`src/rtl/id_pipe.sv`:
```
// rtl/id_pipe.sv - RV32I decode stage: regfile read, forwarding, load-use stall, branch resolve.
// Optional ID_STALL_CNT_EN adds stall_cnt_o, a saturating count of load-use stall cycles.
module id_pipe #(
  parameter int XLEN      = 32,
  parameter int ADDR_W    = 32,
  parameter int FWD_PORTS = 2
) (
  input  logic                      clk,
  input  logic                      rst,
  input  logic                      in_valid,
  output logic                      in_ready,
  input  logic [ADDR_W-1:0]         pc_i,
  input  logic [31:0]               inst_i,
  output logic [4:0]                rs1_addr_o,
  output logic [4:0]                rs2_addr_o,
  input  logic [XLEN-1:0]           rs1_data_i,
  input  logic [XLEN-1:0]           rs2_data_i,
  input  logic [FWD_PORTS-1:0]      fwd_en_i,
  input  logic [5*FWD_PORTS-1:0]    fwd_addr_i,
  input  logic [XLEN*FWD_PORTS-1:0] fwd_data_i,
  input  logic                      ex_load_i,
  input  logic [4:0]                ex_rd_i,
  input  logic                      flush_i,
  output logic                      out_valid,
  input  logic                      out_ready,
  output logic [ADDR_W-1:0]         pc_o,
  output logic [6:0]                opcode_o,
  output logic [2:0]                funct3_o,
  output logic [6:0]                funct7_o,
  output logic [XLEN-1:0]           imm_o,
  output logic                      wreg_en_o,
  output logic [4:0]                wreg_addr_o,
  output logic [XLEN-1:0]           rs1_data_o,
  output logic [XLEN-1:0]           rs2_data_o,
  output logic                      wmem_en_o,
  output logic                      rmem_en_o,
  output logic                      branch_taken_o,
  output logic [ADDR_W-1:0]         branch_target_o,
  output logic                      illegal_o
`ifdef ID_STALL_CNT_EN
  ,
  output logic [31:0]               stall_cnt_o
`endif
);

  localparam logic [4:0] C_LOAD   = 5'b00000;
  localparam logic [4:0] C_STORE  = 5'b01000;
  localparam logic [4:0] C_OPIMM  = 5'b00100;
  localparam logic [4:0] C_OP     = 5'b01100;
  localparam logic [4:0] C_LUI    = 5'b01101;
  localparam logic [4:0] C_AUIPC  = 5'b00101;
  localparam logic [4:0] C_JAL    = 5'b11011;
  localparam logic [4:0] C_JALR   = 5'b11001;
  localparam logic [4:0] C_BRANCH = 5'b11000;

  logic [6:0] opcode;
  logic [4:0] cls, rd, rs1, rs2;
  logic [2:0] funct3;
  logic       std_op;

  assign opcode = inst_i[6:0];
  assign cls    = inst_i[6:2];
  assign rd     = inst_i[11:7];
  assign funct3 = inst_i[14:12];
  assign rs1    = inst_i[19:15];
  assign rs2    = inst_i[24:20];
  assign std_op = (opcode[1:0] == 2'b11);

  assign rs1_addr_o = rs1;
  assign rs2_addr_o = rs2;

  logic is_load, is_store, is_opimm, is_op, is_lui, is_auipc, is_jal, is_jalr, is_branch;
  assign is_load   = std_op & (cls == C_LOAD);
  assign is_store  = std_op & (cls == C_STORE);
  assign is_opimm  = std_op & (cls == C_OPIMM);
  assign is_op     = std_op & (cls == C_OP);
  assign is_lui    = std_op & (cls == C_LUI);
  assign is_auipc  = std_op & (cls == C_AUIPC);
  assign is_jal    = std_op & (cls == C_JAL);
  assign is_jalr   = std_op & (cls == C_JALR);
  assign is_branch = std_op & (cls == C_BRANCH);

  logic legal_cls, bad_branch, illegal;
  assign legal_cls  = is_load | is_store | is_opimm | is_op | is_lui | is_auipc |
                      is_jal | is_jalr | is_branch;
  // funct3 010/011 have no branch meaning; flagged and never taken
  assign bad_branch = is_branch & (funct3[2:1] == 2'b01);
  assign illegal    = ~legal_cls | bad_branch;

  logic [31:0]     imm32;
  logic [XLEN-1:0] imm;

  always_comb begin
    imm32 = '0;
    if (is_load | is_opimm | is_jalr)
      imm32 = {{20{inst_i[31]}}, inst_i[31:20]};
    else if (is_store)
      imm32 = {{20{inst_i[31]}}, inst_i[31:25], inst_i[11:7]};
    else if (is_branch)
      imm32 = {{19{inst_i[31]}}, inst_i[31], inst_i[7], inst_i[30:25], inst_i[11:8], 1'b0};
    else if (is_lui | is_auipc)
      imm32 = {inst_i[31:12], 12'b0};
    else if (is_jal)
      imm32 = {{11{inst_i[31]}}, inst_i[31], inst_i[19:12], inst_i[20], inst_i[30:21], 1'b0};
  end

  assign imm = XLEN'(signed'(imm32));

  // Lowest-index enabled source wins, so scan from the highest index down
  function automatic logic [XLEN-1:0] resolve(input logic [4:0] a, input logic [XLEN-1:0] rf);
    logic [XLEN-1:0] v;
    v = rf;
    for (int i = FWD_PORTS - 1; i >= 0; i--)
      if (fwd_en_i[i] && (fwd_addr_i[5*i +: 5] == a))
        v = fwd_data_i[XLEN*i +: XLEN];
    if (a == 5'd0)
      v = '0;
    return v;
  endfunction

  logic [XLEN-1:0] rs1_val, rs2_val;
  assign rs1_val = resolve(rs1, rs1_data_i);
  assign rs2_val = resolve(rs2, rs2_data_i);

  logic cond;
  always_comb begin
    cond = 1'b0;
    case (funct3)
      3'b000:  cond = (rs1_val == rs2_val);
      3'b001:  cond = (rs1_val != rs2_val);
      3'b100:  cond = ($signed(rs1_val) <  $signed(rs2_val));
      3'b101:  cond = ($signed(rs1_val) >= $signed(rs2_val));
      3'b110:  cond = (rs1_val <  rs2_val);
      3'b111:  cond = (rs1_val >= rs2_val);
      default: cond = 1'b0;
    endcase
  end

  logic              taken;
  logic [ADDR_W-1:0] imm_a, jalr_sum, target;

  assign taken    = (is_branch & cond) | is_jal | is_jalr;
  assign imm_a    = ADDR_W'(imm);
  assign jalr_sum = ADDR_W'(rs1_val) + imm_a;

  always_comb begin
    target = pc_i + ADDR_W'(4);
    if (is_branch | is_jal)
      target = pc_i + imm_a;
    else if (is_jalr)
      target = {jalr_sum[ADDR_W-1:1], 1'b0};
  end

  logic rs1_used, rs2_used, hazard, accept, wreg_en;
  assign rs1_used = is_load | is_store | is_opimm | is_op | is_jalr | is_branch;
  assign rs2_used = is_op | is_store | is_branch;
  assign hazard   = in_valid & ex_load_i & (ex_rd_i != 5'd0) &
                    ((rs1_used & (rs1 == ex_rd_i)) | (rs2_used & (rs2 == ex_rd_i)));
  assign in_ready = (~out_valid | out_ready) & ~hazard;
  assign accept   = in_valid & in_ready;
  assign wreg_en  = (is_op | is_opimm | is_load | is_lui | is_auipc | is_jal | is_jalr) &
                    (rd != 5'd0);

  always_ff @(posedge clk or posedge rst) begin
    if (rst) begin
      out_valid       <= 1'b0;
      pc_o            <= '0;
      opcode_o        <= '0;
      funct3_o        <= '0;
      funct7_o        <= '0;
      imm_o           <= '0;
      wreg_en_o       <= 1'b0;
      wreg_addr_o     <= '0;
      rs1_data_o      <= '0;
      rs2_data_o      <= '0;
      wmem_en_o       <= 1'b0;
      rmem_en_o       <= 1'b0;
      branch_taken_o  <= 1'b0;
      branch_target_o <= '0;
      illegal_o       <= 1'b0;
    end else begin
      if (flush_i)
        out_valid <= 1'b0;
      else if (accept)
        out_valid <= 1'b1;
      else if (out_ready)
        out_valid <= 1'b0;
      if (accept) begin
        pc_o            <= pc_i;
        opcode_o        <= opcode;
        funct3_o        <= funct3;
        funct7_o        <= inst_i[31:25];
        imm_o           <= imm;
        wreg_en_o       <= wreg_en;
        wreg_addr_o     <= rd;
        rs1_data_o      <= rs1_val;
        rs2_data_o      <= rs2_val;
        wmem_en_o       <= is_store;
        rmem_en_o       <= is_load;
        branch_taken_o  <= taken;
        branch_target_o <= target;
        illegal_o       <= illegal;
      end
    end
  end

`ifdef ID_STALL_CNT_EN
  always_ff @(posedge clk or posedge rst) begin
    if (rst)
      stall_cnt_o <= '0;
    else if (hazard && (stall_cnt_o != 32'hFFFF_FFFF))
      stall_cnt_o <= stall_cnt_o + 32'd1;
  end
`endif

endmodule

```
`config.mk`:
```
export PLATFORM = sky130hd
export DESIGN_NAME = id_pipe
export DESIGN_NICKNAME = d
export VERILOG_FILES = /design/src/rtl/id_pipe.sv
export SDC_FILE = /design/constraint.sdc
export NUM_CORES = 1
export LEC_CHECK = 0
export CELL_PAD_IN_SITES_DETAIL_PLACEMENT = 1
export CELL_PAD_IN_SITES_GLOBAL_PLACEMENT = 1
export CORE_MARGIN = 2
export CORE_UTILIZATION = 34
export DETAILED_ROUTE_END_ITERATION = 12
export PLACE_DENSITY_LB_ADDON = 0.1
export SYNTH_ARGS = -nofsm -noshare
export SYNTH_HDL_FRONTEND = slang
export SYNTH_SLANG_ARGS = --single-unit
```
`constraint.sdc`:
```
create_clock -name clk -period 11.8 [get_ports clk]
set_input_delay 2.36 -clock clk [delete_from_list [all_inputs] [get_ports clk]]
set_output_delay 2.36 -clock clk [all_outputs]
set_load 0.05 [all_outputs]
```
==> results of run 1 <==
==> logic make-up (layout without fill, tap and decap cells) <==
family / count (synthesis) / in the layout
buffers and inverters: 136 / 494
AOI/OAI and AO/OA: 461 / 461
xor gates and xnor gates: 109 / 109
adders and majority gates: 94 / 94
muxes: 109 / 109
and+or+nand+nor: 674 / 674
DFF: 188 / 188
==> registers in the layout (all words and copies together) (netlist names) <==
name / count
branch_target_o: 32
imm_o: 32
pc_o: 32
rs1_data_o: 32
rs2_data_o: 32
funct7_o: 7
opcode_o: 7
wreg_addr_o: 5
funct3_o: 3
branch_taken_o: 1
illegal_o: 1
out_valid: 1
rmem_en_o: 1
wmem_en_o: 1
wreg_en_o: 1
==> placed cells by master (no fill, tap or decap), drive strengths merged, types with 9 or more instances in the layout <==
cell type | netlist | final
clkdlybuf4s50 | 0 | 413
nand2 | 329 | 329
dfrtp | 188 | 188
nor2 | 161 | 161
o21ai | 125 | 125
a21oi | 95 | 95
ha | 92 | 92
mux2i | 71 | 71
xnor2 | 63 | 63
xor2 | 46 | 46
a211oi | 43 | 43
nand3 | 40 | 40
mux2 | 38 | 38
inv | 29 | 36
a21o | 35 | 35
a211o | 32 | 32
nor3 | 26 | 26
nor2b | 22 | 22
nand4 | 20 | 20
buf | 27 | 20
a31oi | 19 | 19
clkbuf | 79 | 18
and3 | 17 | 17
o21bai | 15 | 15
o31ai | 13 | 13
and2 | 10 | 10
or3 | 9 | 9
==> metal layers <==
layer  GRT usage (%)  vias up
li1                -     7012
met1           38.84     7394
met2           44.44      427
met3           6.913       70
met4           9.252        6
met5               0        -
==> power groups by stage <==
| stage | clock network [mW] | registers (mW) | logic, mW |
|---|---|---|---|
| after floorplan | 0 | 1.02 | 0.281 |
| after global placement | 0 | 0.773 | 0.889 |
| after detailed placement | 0 | 0.774 | 0.897 |
| after CTS | 0.640 | 0.763 | 0.900 |
| after global routing | 0.660 | 0.772 | 0.952 |
| final | 0.621 | 0.763 | 0.897 |
==> worst max-delay path by stage <==
stage,start,end,slack [ns],cells past startpoint
3_3_place_gp,inst_i[18],branch_taken_o,3.46,16
5_1_grt,inst_i[18],branch_taken_o,3.61,16
4_1_cts,inst_i[3],in_ready,4.00,8
6_report,inst_i[18],branch_target_o[29],3.96,17
3_5_place_dp,inst_i[18],branch_taken_o,3.51,16
2_1_floorplan,rst,branch_taken_o,4.33,1
==> final cells by class <==
| cell class | instances | area (um^2) |
|---|---|---|
| timing repair buffer | 433 | 4284 |
| inverter | 30 | 121.4 |
| fill | 4924 | 22380 |
| clock inverter | 13 | 156.4 |
| sequential | 188 | 4705 |
| tap | 539 | 674.4 |
| clock buffer | 18 | 429.2 |
| multi-input combinational | 1447 | 9385 |
==> per-stage QoR <==
stage / std cells / power [mW] / area, um^2
after floorplan: 1771 / 1.304 / 14610
after global placement: 2637 / 1.662 / 19170
after detailed placement: 2637 / 1.672 / 19170
after CTS: 2668 / 2.304 / 19760
after global routing: 2668 / 2.385 / 19760
final: 2668 / 2.280 / 19760
==> worst register-to-register path, stage by stage (launching register included) <==
cell	delay, ns
dfrtp_1	0.38
nand2b_1	0.13
nand2_1	0.12
nor2_4	0.29
buf_4	0.67
nand2_1	0.44
o221ai_1	0.28
a211oi_1	0.09
o21ai_0	0.14
==> cells in the mapped netlist, types with 5 or more instances <==
library cell / number
a31o_2: 5
and3_1: 17
buf_4: 10
nand3_1: 40
a21oi_1: 94
a22oi_1: 7
and2_1: 10
or3_1: 8
clkbuf_1: 79
nand2_1: 329
nor3_1: 25
dfrtp_1: 188
mux2i_1: 71
or2_2: 7
o21ai_0: 121
a211o_1: 32
or4_1: 5
ha_1: 92
xor2_1: 46
inv_1: 29
o221ai_1: 7
o22ai_1: 6
a211oi_1: 42
nor2_1: 160
buf_2: 6
nor2b_1: 22
nand4_1: 20
o21bai_1: 15
xnor2_1: 63
and4_1: 5
a31oi_1: 17
o21a_1: 8
o31ai_1: 12
a21o_1: 35
mux2_2: 38
buf_1: 10
a221oi_1: 7
==> metrics.txt, run 1 <==
gp weighted congestion 0.8979; Compound-Gate Fraction of Synth Area 20.89%; metal3 WL 3945 um; Initial DRT Pass Iterations 5; core area 42130 um^2; VDD IR max 110.2 uV; Placement Setup Slack 3.512 ns; Final setup viols 0; worst path bufs/invs 1; Final Skew 0.01487 ns; Leak 8.544 nW; Cell Area, Synth 14610 um^2; crit path launch type input pin; xor/xnor share of the synthesized area 6.534%; Synth Area in Adders 8.153%; P_sw 0.9254 mW; post-detailed-route count of antenna-violating nets 0; crit path cell chain clkdlybuf4s50_1 > xor2_1 > nor4_4 > and2_2 > mux2i_1 > a211oi_1 > ha_1 > a21oi_1 > o211ai_1 > a221o_1 > a21o_1 > a41oi_1 > nor3_1 > a21oi_1 > mux2i_1 > a22oi_1 > o21ai_0; RR Endpoint branch_target_o[28]; Bufs on Longest Clock Path 2; Synth Warn # 0; All-Layer GR Usage 28.53%; Worst EP required 12.21 ns; drt wl/cell 23.92 um; critical path capture point type flop; post-synthesis net count 2080; Period minus WS final 7.838 ns; share of cells above drive strength 1 6.012%; vias in the first global route 15420; PD cells 115.4 nW/um^2; switching part of the total 40.58%; drt first-iter violations 795; Worst Slack Setup Final 3.962 ns; die area 44650 um^2; # H-tree levels 4; area grow syn2layout 35.21%; Gates resized, CTS repair 0; Crit Path Max Fanout 30; post-layout util 46.89%; FFs w/ async S/R, synth 100.0%; Root Buffer Master clkbuf_16; critical path's top delay family compound AO/OA/AOI/OAI gates; Mapped Avg Cell Area 8.250 um^2; mux share of post-synthesis cell area 7.793%; global-route wire length before repair 95320 um; CP arrival 8.24 ns; clk_lat worst skew 0.51 ns; hpwl dp 50040 um; combinational share of power 39.3%; Reg2Reg Depth 8; Met2 Wirelength 28650 um; CTS Hold Bufs 0; routed vias/inst 5.588; RSZ-0062 raised after global routing no; worst-margin pin slew 1.250 ns; IO buf count 413; FMAX 0.1276 GHz; combinational family with the most area after synthesis compound AO/OA/AOI/OAI gates; metal1 wirelength 29600 um; hold_ws 0.4758 ns; Diodes inserted 0; cts bufs inserted 17; Crit-path slowest cell and2_2; Fin Setup TNS 0 ns; Die Y 211.3 um; worst r2r src out_valid; cell taking the most area after synthesis dfrtp_1; Min-Delay Startpoint wreg_addr_o[1]; sequential share of power 33.4%; NumNets Final 2426; max incr delay on CP 0.95 ns; Mapped Cells 1771; FF+latch count, synth 188; total number of vias 14909; R2R Setup Slk 9.18 ns; status finished clean; worst hold path depth 2; total of max-cap violations 0; sequential fraction of the synthesis area 32.20%; Slew Limit Fails 0; Synth area leaders dfrtp_1 (32%), nand2_1 (8.5%), ha_1 (7.9%); Top Metal Used met5; Min-Delay Endpoint wreg_addr_o[1]; TritonCTS clock tree built; clock sink count 188; Slew HR 16.16%; grt total ovfl 0; IO Count 414; ratio of final minimum period to clock period 66.42%; Post-synth EDFFs 0; synth unique cells 84; std cell rows 75; Most used DFF post-synth dfrtp_1; top cell type's share of synthesized area 32.20%; Hold Violations, Final 0; WL final 63810 um; initial core utilization 34.68%; Clock Pin Slew Worst Setup and Hold Paths 0.07 ns; Setup Crit Path Kind input pin to flop; post-CTS setup buffer count 0; min-delay worst type flop to flop; initial antenna violation count 4; Clock power frac 27.2%; largest net degree at the start of global routing 86; internal power 1.355 mW; Simple-Gate Fraction of Synth Area 20.57%; Die Wd 211.3 um; DRC 0
Power figures use the tool's default switching activity.
==> run 2, diff against run 1 <==
Clock period 11.8 ns to 7.6 ns, I/O delays scaled along.
==> metrics.txt, run 2 (synthesis gave the netlist of run 1 again) <==
status finished clean; gp weighted congestion 0.8958; most frequent cells in the layout clkdlybuf4s50_1 (413), nand2_1 (329), dfrtp_1 (188); global-route wire length before repair 97670 um; All-Layer GR Usage 29.12%; Final setup viols 0; Slew Limit Fails 0; placed instance area 19440 um^2; Fin Setup TNS 0 ns; initial antenna violation count 1; core area 42130 um^2; Worst Slack Setup Final 0.9296 ns; Final Skew 0.01168 ns; post-detailed-route count of antenna-violating nets 0; drt wl/cell 24.13 um; Clock Pin Slew Worst Setup and Hold Paths 0.07 ns; Crit-path slowest cell a211oi_1; ratio of final minimum period to clock period 87.77%; post-CTS setup buffer count 0; worst path bufs/invs 3; CP arrival 7.01 ns; Crit Path Max Fanout 22; Worst EP required 7.94 ns; cts bufs inserted 17; Period minus WS final 6.670 ns; WL final 65140 um; Root Buffer Master clkbuf_16; min-delay worst type flop to flop; IO buf count 413; area grow syn2layout 36.76%; Die Wd 211.3 um; max incr delay on CP 0.69 ns; FMAX 0.1499 GHz; share of cells above drive strength 1 7.358%; PD cells 174.7 nW/um^2; Placement Setup Slack 0.4828 ns; RSZ-0062 raised after global routing no; routed vias/inst 5.599; clk_lat worst skew 0.48 ns; critical path capture point type flop; hpwl dp 51760 um; critical path's top delay family compound AO/OA/AOI/OAI gates; VDD IR max 133.5 uV; clock sink count 188; Final Cell Area 19980 um^2; Bufs on Longest Clock Path 2; grt total ovfl 0; Slew HR 6.328%; Initial DRT Pass Iterations 5; TritonCTS clock tree built; NumNets Final 2457; Diodes inserted 0; total power 3.491 mW; Setup Crit Path Kind input pin to flop; total number of vias 15118; DRC 0; largest net degree at the start of global routing 102; crit path cell chain clkdlybuf4s50_1 > xor2_1 > nor4_2 > nand3_2 > buf_4 > buf_4 > a211oi_1 > ha_1 > a21o_1 > a21oi_1 > o21ba_2 > o21bai_1 > a21oi_1 > o21ai_0 > a31oi_1 > o21ai_0 > mux2i_1 > o21ai_0; IO Count 414; Hold Violations, Final 0; Gates resized, CTS repair 0; worst-margin pin slew 1.396 ns; drt first-iter violations 809; initial core utilization 34.68%; vias in the first global route 15783; die area 44650 um^2; # H-tree levels 4; std cell rows 75; crit path launch type input pin; filler cell count 4975; Die Y 211.3 um; Most Frequent Cell on Critical Path o21ai_0; CTS Hold Bufs 0; total of max-cap violations 0; Leak 8.690 nW; commonest non-fill, non-tap cell in the layout clkdlybuf4s50_1
## run 2: cell count changes in the layout (fill, tap and decap cells not counted), sizes merged
cell,previous run,this run
bufinv,2,0
clkinvlp,3,4
buf,20,51
clkbuf,18,19
clkinv,2,4
inv,36,35
## run 2: worst paths after layout
check | start | end | slack, ns | depth (start not counted)
worst min register to register | funct7_o[0] | funct7_o[0] | 0.48 | 2
worst max-delay path | inst_i[19] | branch_target_o[28] | 0.93 | 18
max in group asynchronous | rst | rs2_data_o[17] | 4.76 | 3
min in group asynchronous | rst | wreg_en_o | 1.48 | 2
worst min-delay path | funct7_o[0] | funct7_o[0] | 0.48 | 2
worst max register to register | out_valid | branch_target_o[28] | 5.16 | 8
## run 2: worst reg2reg max path: stages, from the launching register on
cell,delay (ns)
dfrtp_1,0.38
nand2b_1,0.14
nand2_1,0.13
nor2_4,0.14
buf_4,0.60
nand2_1,0.47
o221ai_1,0.29
a211oi_1,0.08
o21ai_0,0.13
## run 2: stage by stage
| stage | util, % | cells | hold WS [ns] |
|---|---|---|---|
| 6_report | 47.42 | 2700 | 0.4811 |
| 5_1_grt | 47.42 | 2700 | 0.5080 |
| 4_1_cts | 47.42 | 2700 | 0.4844 |
| 3_5_place_dp | 46.14 | 2668 | 0.4626 |
| 3_3_place_gp | 46.14 | 2668 | 0.4545 |
| 2_1_floorplan | - | 1771 | 0.7399 |
## run 2: metal layers
metal,up-vias,part of all wire (%),track usage (%)
met5,-,0.017,0
met4,2,2.6,8.936
met3,74,5.5,4.584
met2,462,46,46.72
met1,7497,46,40.27
li1,7083,-,-
## run 2: power breakdown
part	leakage, nW	internal, mW	switching, mW
sequential	2.32	1.11	0.0778
combinational	6.12	0.509	0.896
clock	0.256	0.428	0.469
## run 2: final cells by class
cell class,count,area [um^2],area share [%]
Multi-Input combinational cell,1447,9385,46.97
Sequential cell,188,4705,23.54
Timing Repair Buffer,464,4554,22.79
Tap cell,539,674.4,3.375
Clock buffer,19,432.9,2.167
Inverter,30,121.4,0.6074
Clock inverter,13,108.9,0.5448
==> edit (config.mk and constraints of run 2) <==
Set the parameter `ADDR_W` to 24 (it was 32).
--- a/src/rtl/id_pipe.sv
+++ b/src/rtl/id_pipe.sv
@@ -2,7 +2,7 @@
 // Optional ID_STALL_CNT_EN adds stall_cnt_o, a saturating count of load-use stall cycles.
 module id_pipe #(
   parameter int XLEN      = 32,
-  parameter int ADDR_W    = 32,
+  parameter int ADDR_W    = 24,
   parameter int FWD_PORTS = 2
 ) (
   input  logic                      clk,
Ports: changed (resized branch_target_o, pc_i and pc_o); port bits go from 414 to 390. The function was not compared with the original's and may differ.
==> edit against run 2 <==
- wire length fell by 20%
- final area fell by 12%
- utilization rose by 0.66 points
- area after synthesis fell by 14%
- total power fell by 5.8%
- worst setup slack improved by 0.19 ns
- clock skew fell by 0.0030 ns
- final cell count fell by 19%
- sequential cell count fell by 16
==> edit: results (changes against run 2) <==
| Metric | Value |
|---|---|
| Outcome | finished, final reports clean |
| Port-buffer cells | 389 (-5.8%) |
| Portion of the post-synthesis area used by sequential elements | 0.344 (+0.0216) |
| Routed len/inst | 23.6 um (-2.2%) |
| Syn_nets | 1648 (-21%) |
| Arr. time, crit path | 6.83 ns (-0.18 ns) |
| Mux share of post-synthesis cell area | 0.147 (+0.0688) |
| Period Utilization, post-route | 0.853 (-0.0248) |
| Detailed-placement wirelength estimate | 41000 um (-21%) |
| GRT met3 Usage | 0.0581 (+0.0123) |
| IR Drop Worst-Case VDD | 0.162 mV (+22%) |
| Via count of the first global-routing pass | 12600 (-20%) |
| Top Metal Used | met4 |
| Top cells by instance count after synthesis | 172 x sky130_fd_sc_hd__dfrtp_1, 134 x sky130_fd_sc_hd__nor2_1, 120 x sky130_fd_sc_hd__nand2_1, 109 x sky130_fd_sc_hd__o21ai_0, 100 x sky130_fd_sc_hd__mux2_2 |
| Post-synthesis xor/xnor area fraction | 0.0608 (-0.00452) |
| Setup crit end | branch_taken_o |
| Reg power frac | 0.326 (-0.015) |
| Power per cell area | 188 mW/mm^2 (+7.5%) |
| Headroom to the max-slew limit | 0.328 (+0.265) |
| Vias per cell | 5.47 (-2.3%) |
| Critical-path cell with the highest stage delay | sky130_fd_sc_hd__nor4_1 |
| Adder-cell area share of the yosys netlist | 0.0811 (-0.000425) |
| Count of non-filler cells in the finished layout | 2196 (-19%) |
| Met1 wire length | 22900 um (-24%) |
| Routed length on met3 | 2850 um (-21%) |
| Count of distinct cell types in the synthesized netlist | 70 (-17%) |
| Placer's final routability congestion estimate | 0.892 (-0.48%) |
| Clock latency of the later-clocked register in the worst-skew pair | 0.46 ns (-0.02 ns) |
| Placement Setup Slack | 0.712 ns (+0.229 ns) |
| Share of post-route cells with drive strength above 1 | 0.105 (+0.0318) |
| Synthesized area divided by synthesized cell count | 9.20 um^2 (+12%) |
| Synth Area in Compound Gates | 0.186 (-0.0228) |
| Multi-input logic area | 0.00777 mm^2 (-17%) |
| Final worst hold slack | 0.483 ns (+0.00239 ns) |
| Number of nets in the layout | 2001 (-19%) |
| Hold path endpoint | wreg_en_o |
| Worst Reg2Reg Path Length in Cells | 6 (-2) |
| Global-route usage over all layers | 0.268 (-0.0229) |
| Routed length on met2 | 24900 um (-17%) |
| Net switching power of the design | 0.00125 W (-13%) |
| Source of the worst hold timing path | wreg_en_o |
| Crit path max-delay family | simple AND/OR/NAND/NOR gates |
edit: cell count changes in the layout (fill, tap and decap cells not counted), moves of 13 or more:
cell | before | now
sky130_fd_sc_hd__nand2_1 | 329 | 120
sky130_fd_sc_hd__buf_4 | 48 | 29
sky130_fd_sc_hd__mux2_2 | 38 | 100
sky130_fd_sc_hd__dfrtp_1 | 188 | 172
sky130_fd_sc_hd__a21o_1 | 35 | 16
sky130_fd_sc_hd__clkdlybuf4s50_1 | 413 | 389
sky130_fd_sc_hd__nand3_1 | 38 | 18
sky130_fd_sc_hd__nor2_1 | 156 | 132
sky130_fd_sc_hd__a21oi_1 | 94 | 60
sky130_fd_sc_hd__nand2b_1 | 3 | 16
sky130_fd_sc_hd__ha_1 | 92 | 78
edit: cell type report:
cell class / count / area share
inverter: 23 / 0.00536
sequential: 172 / 0.246
multi-input combinational: 1081 / 0.443
tap: 468 / 0.0334
clock buffer: 18 / 0.0245
timing repair buffer: 419 / 0.236
clock inverter: 14 / 0.0116
antenna: 1 / 0.000143
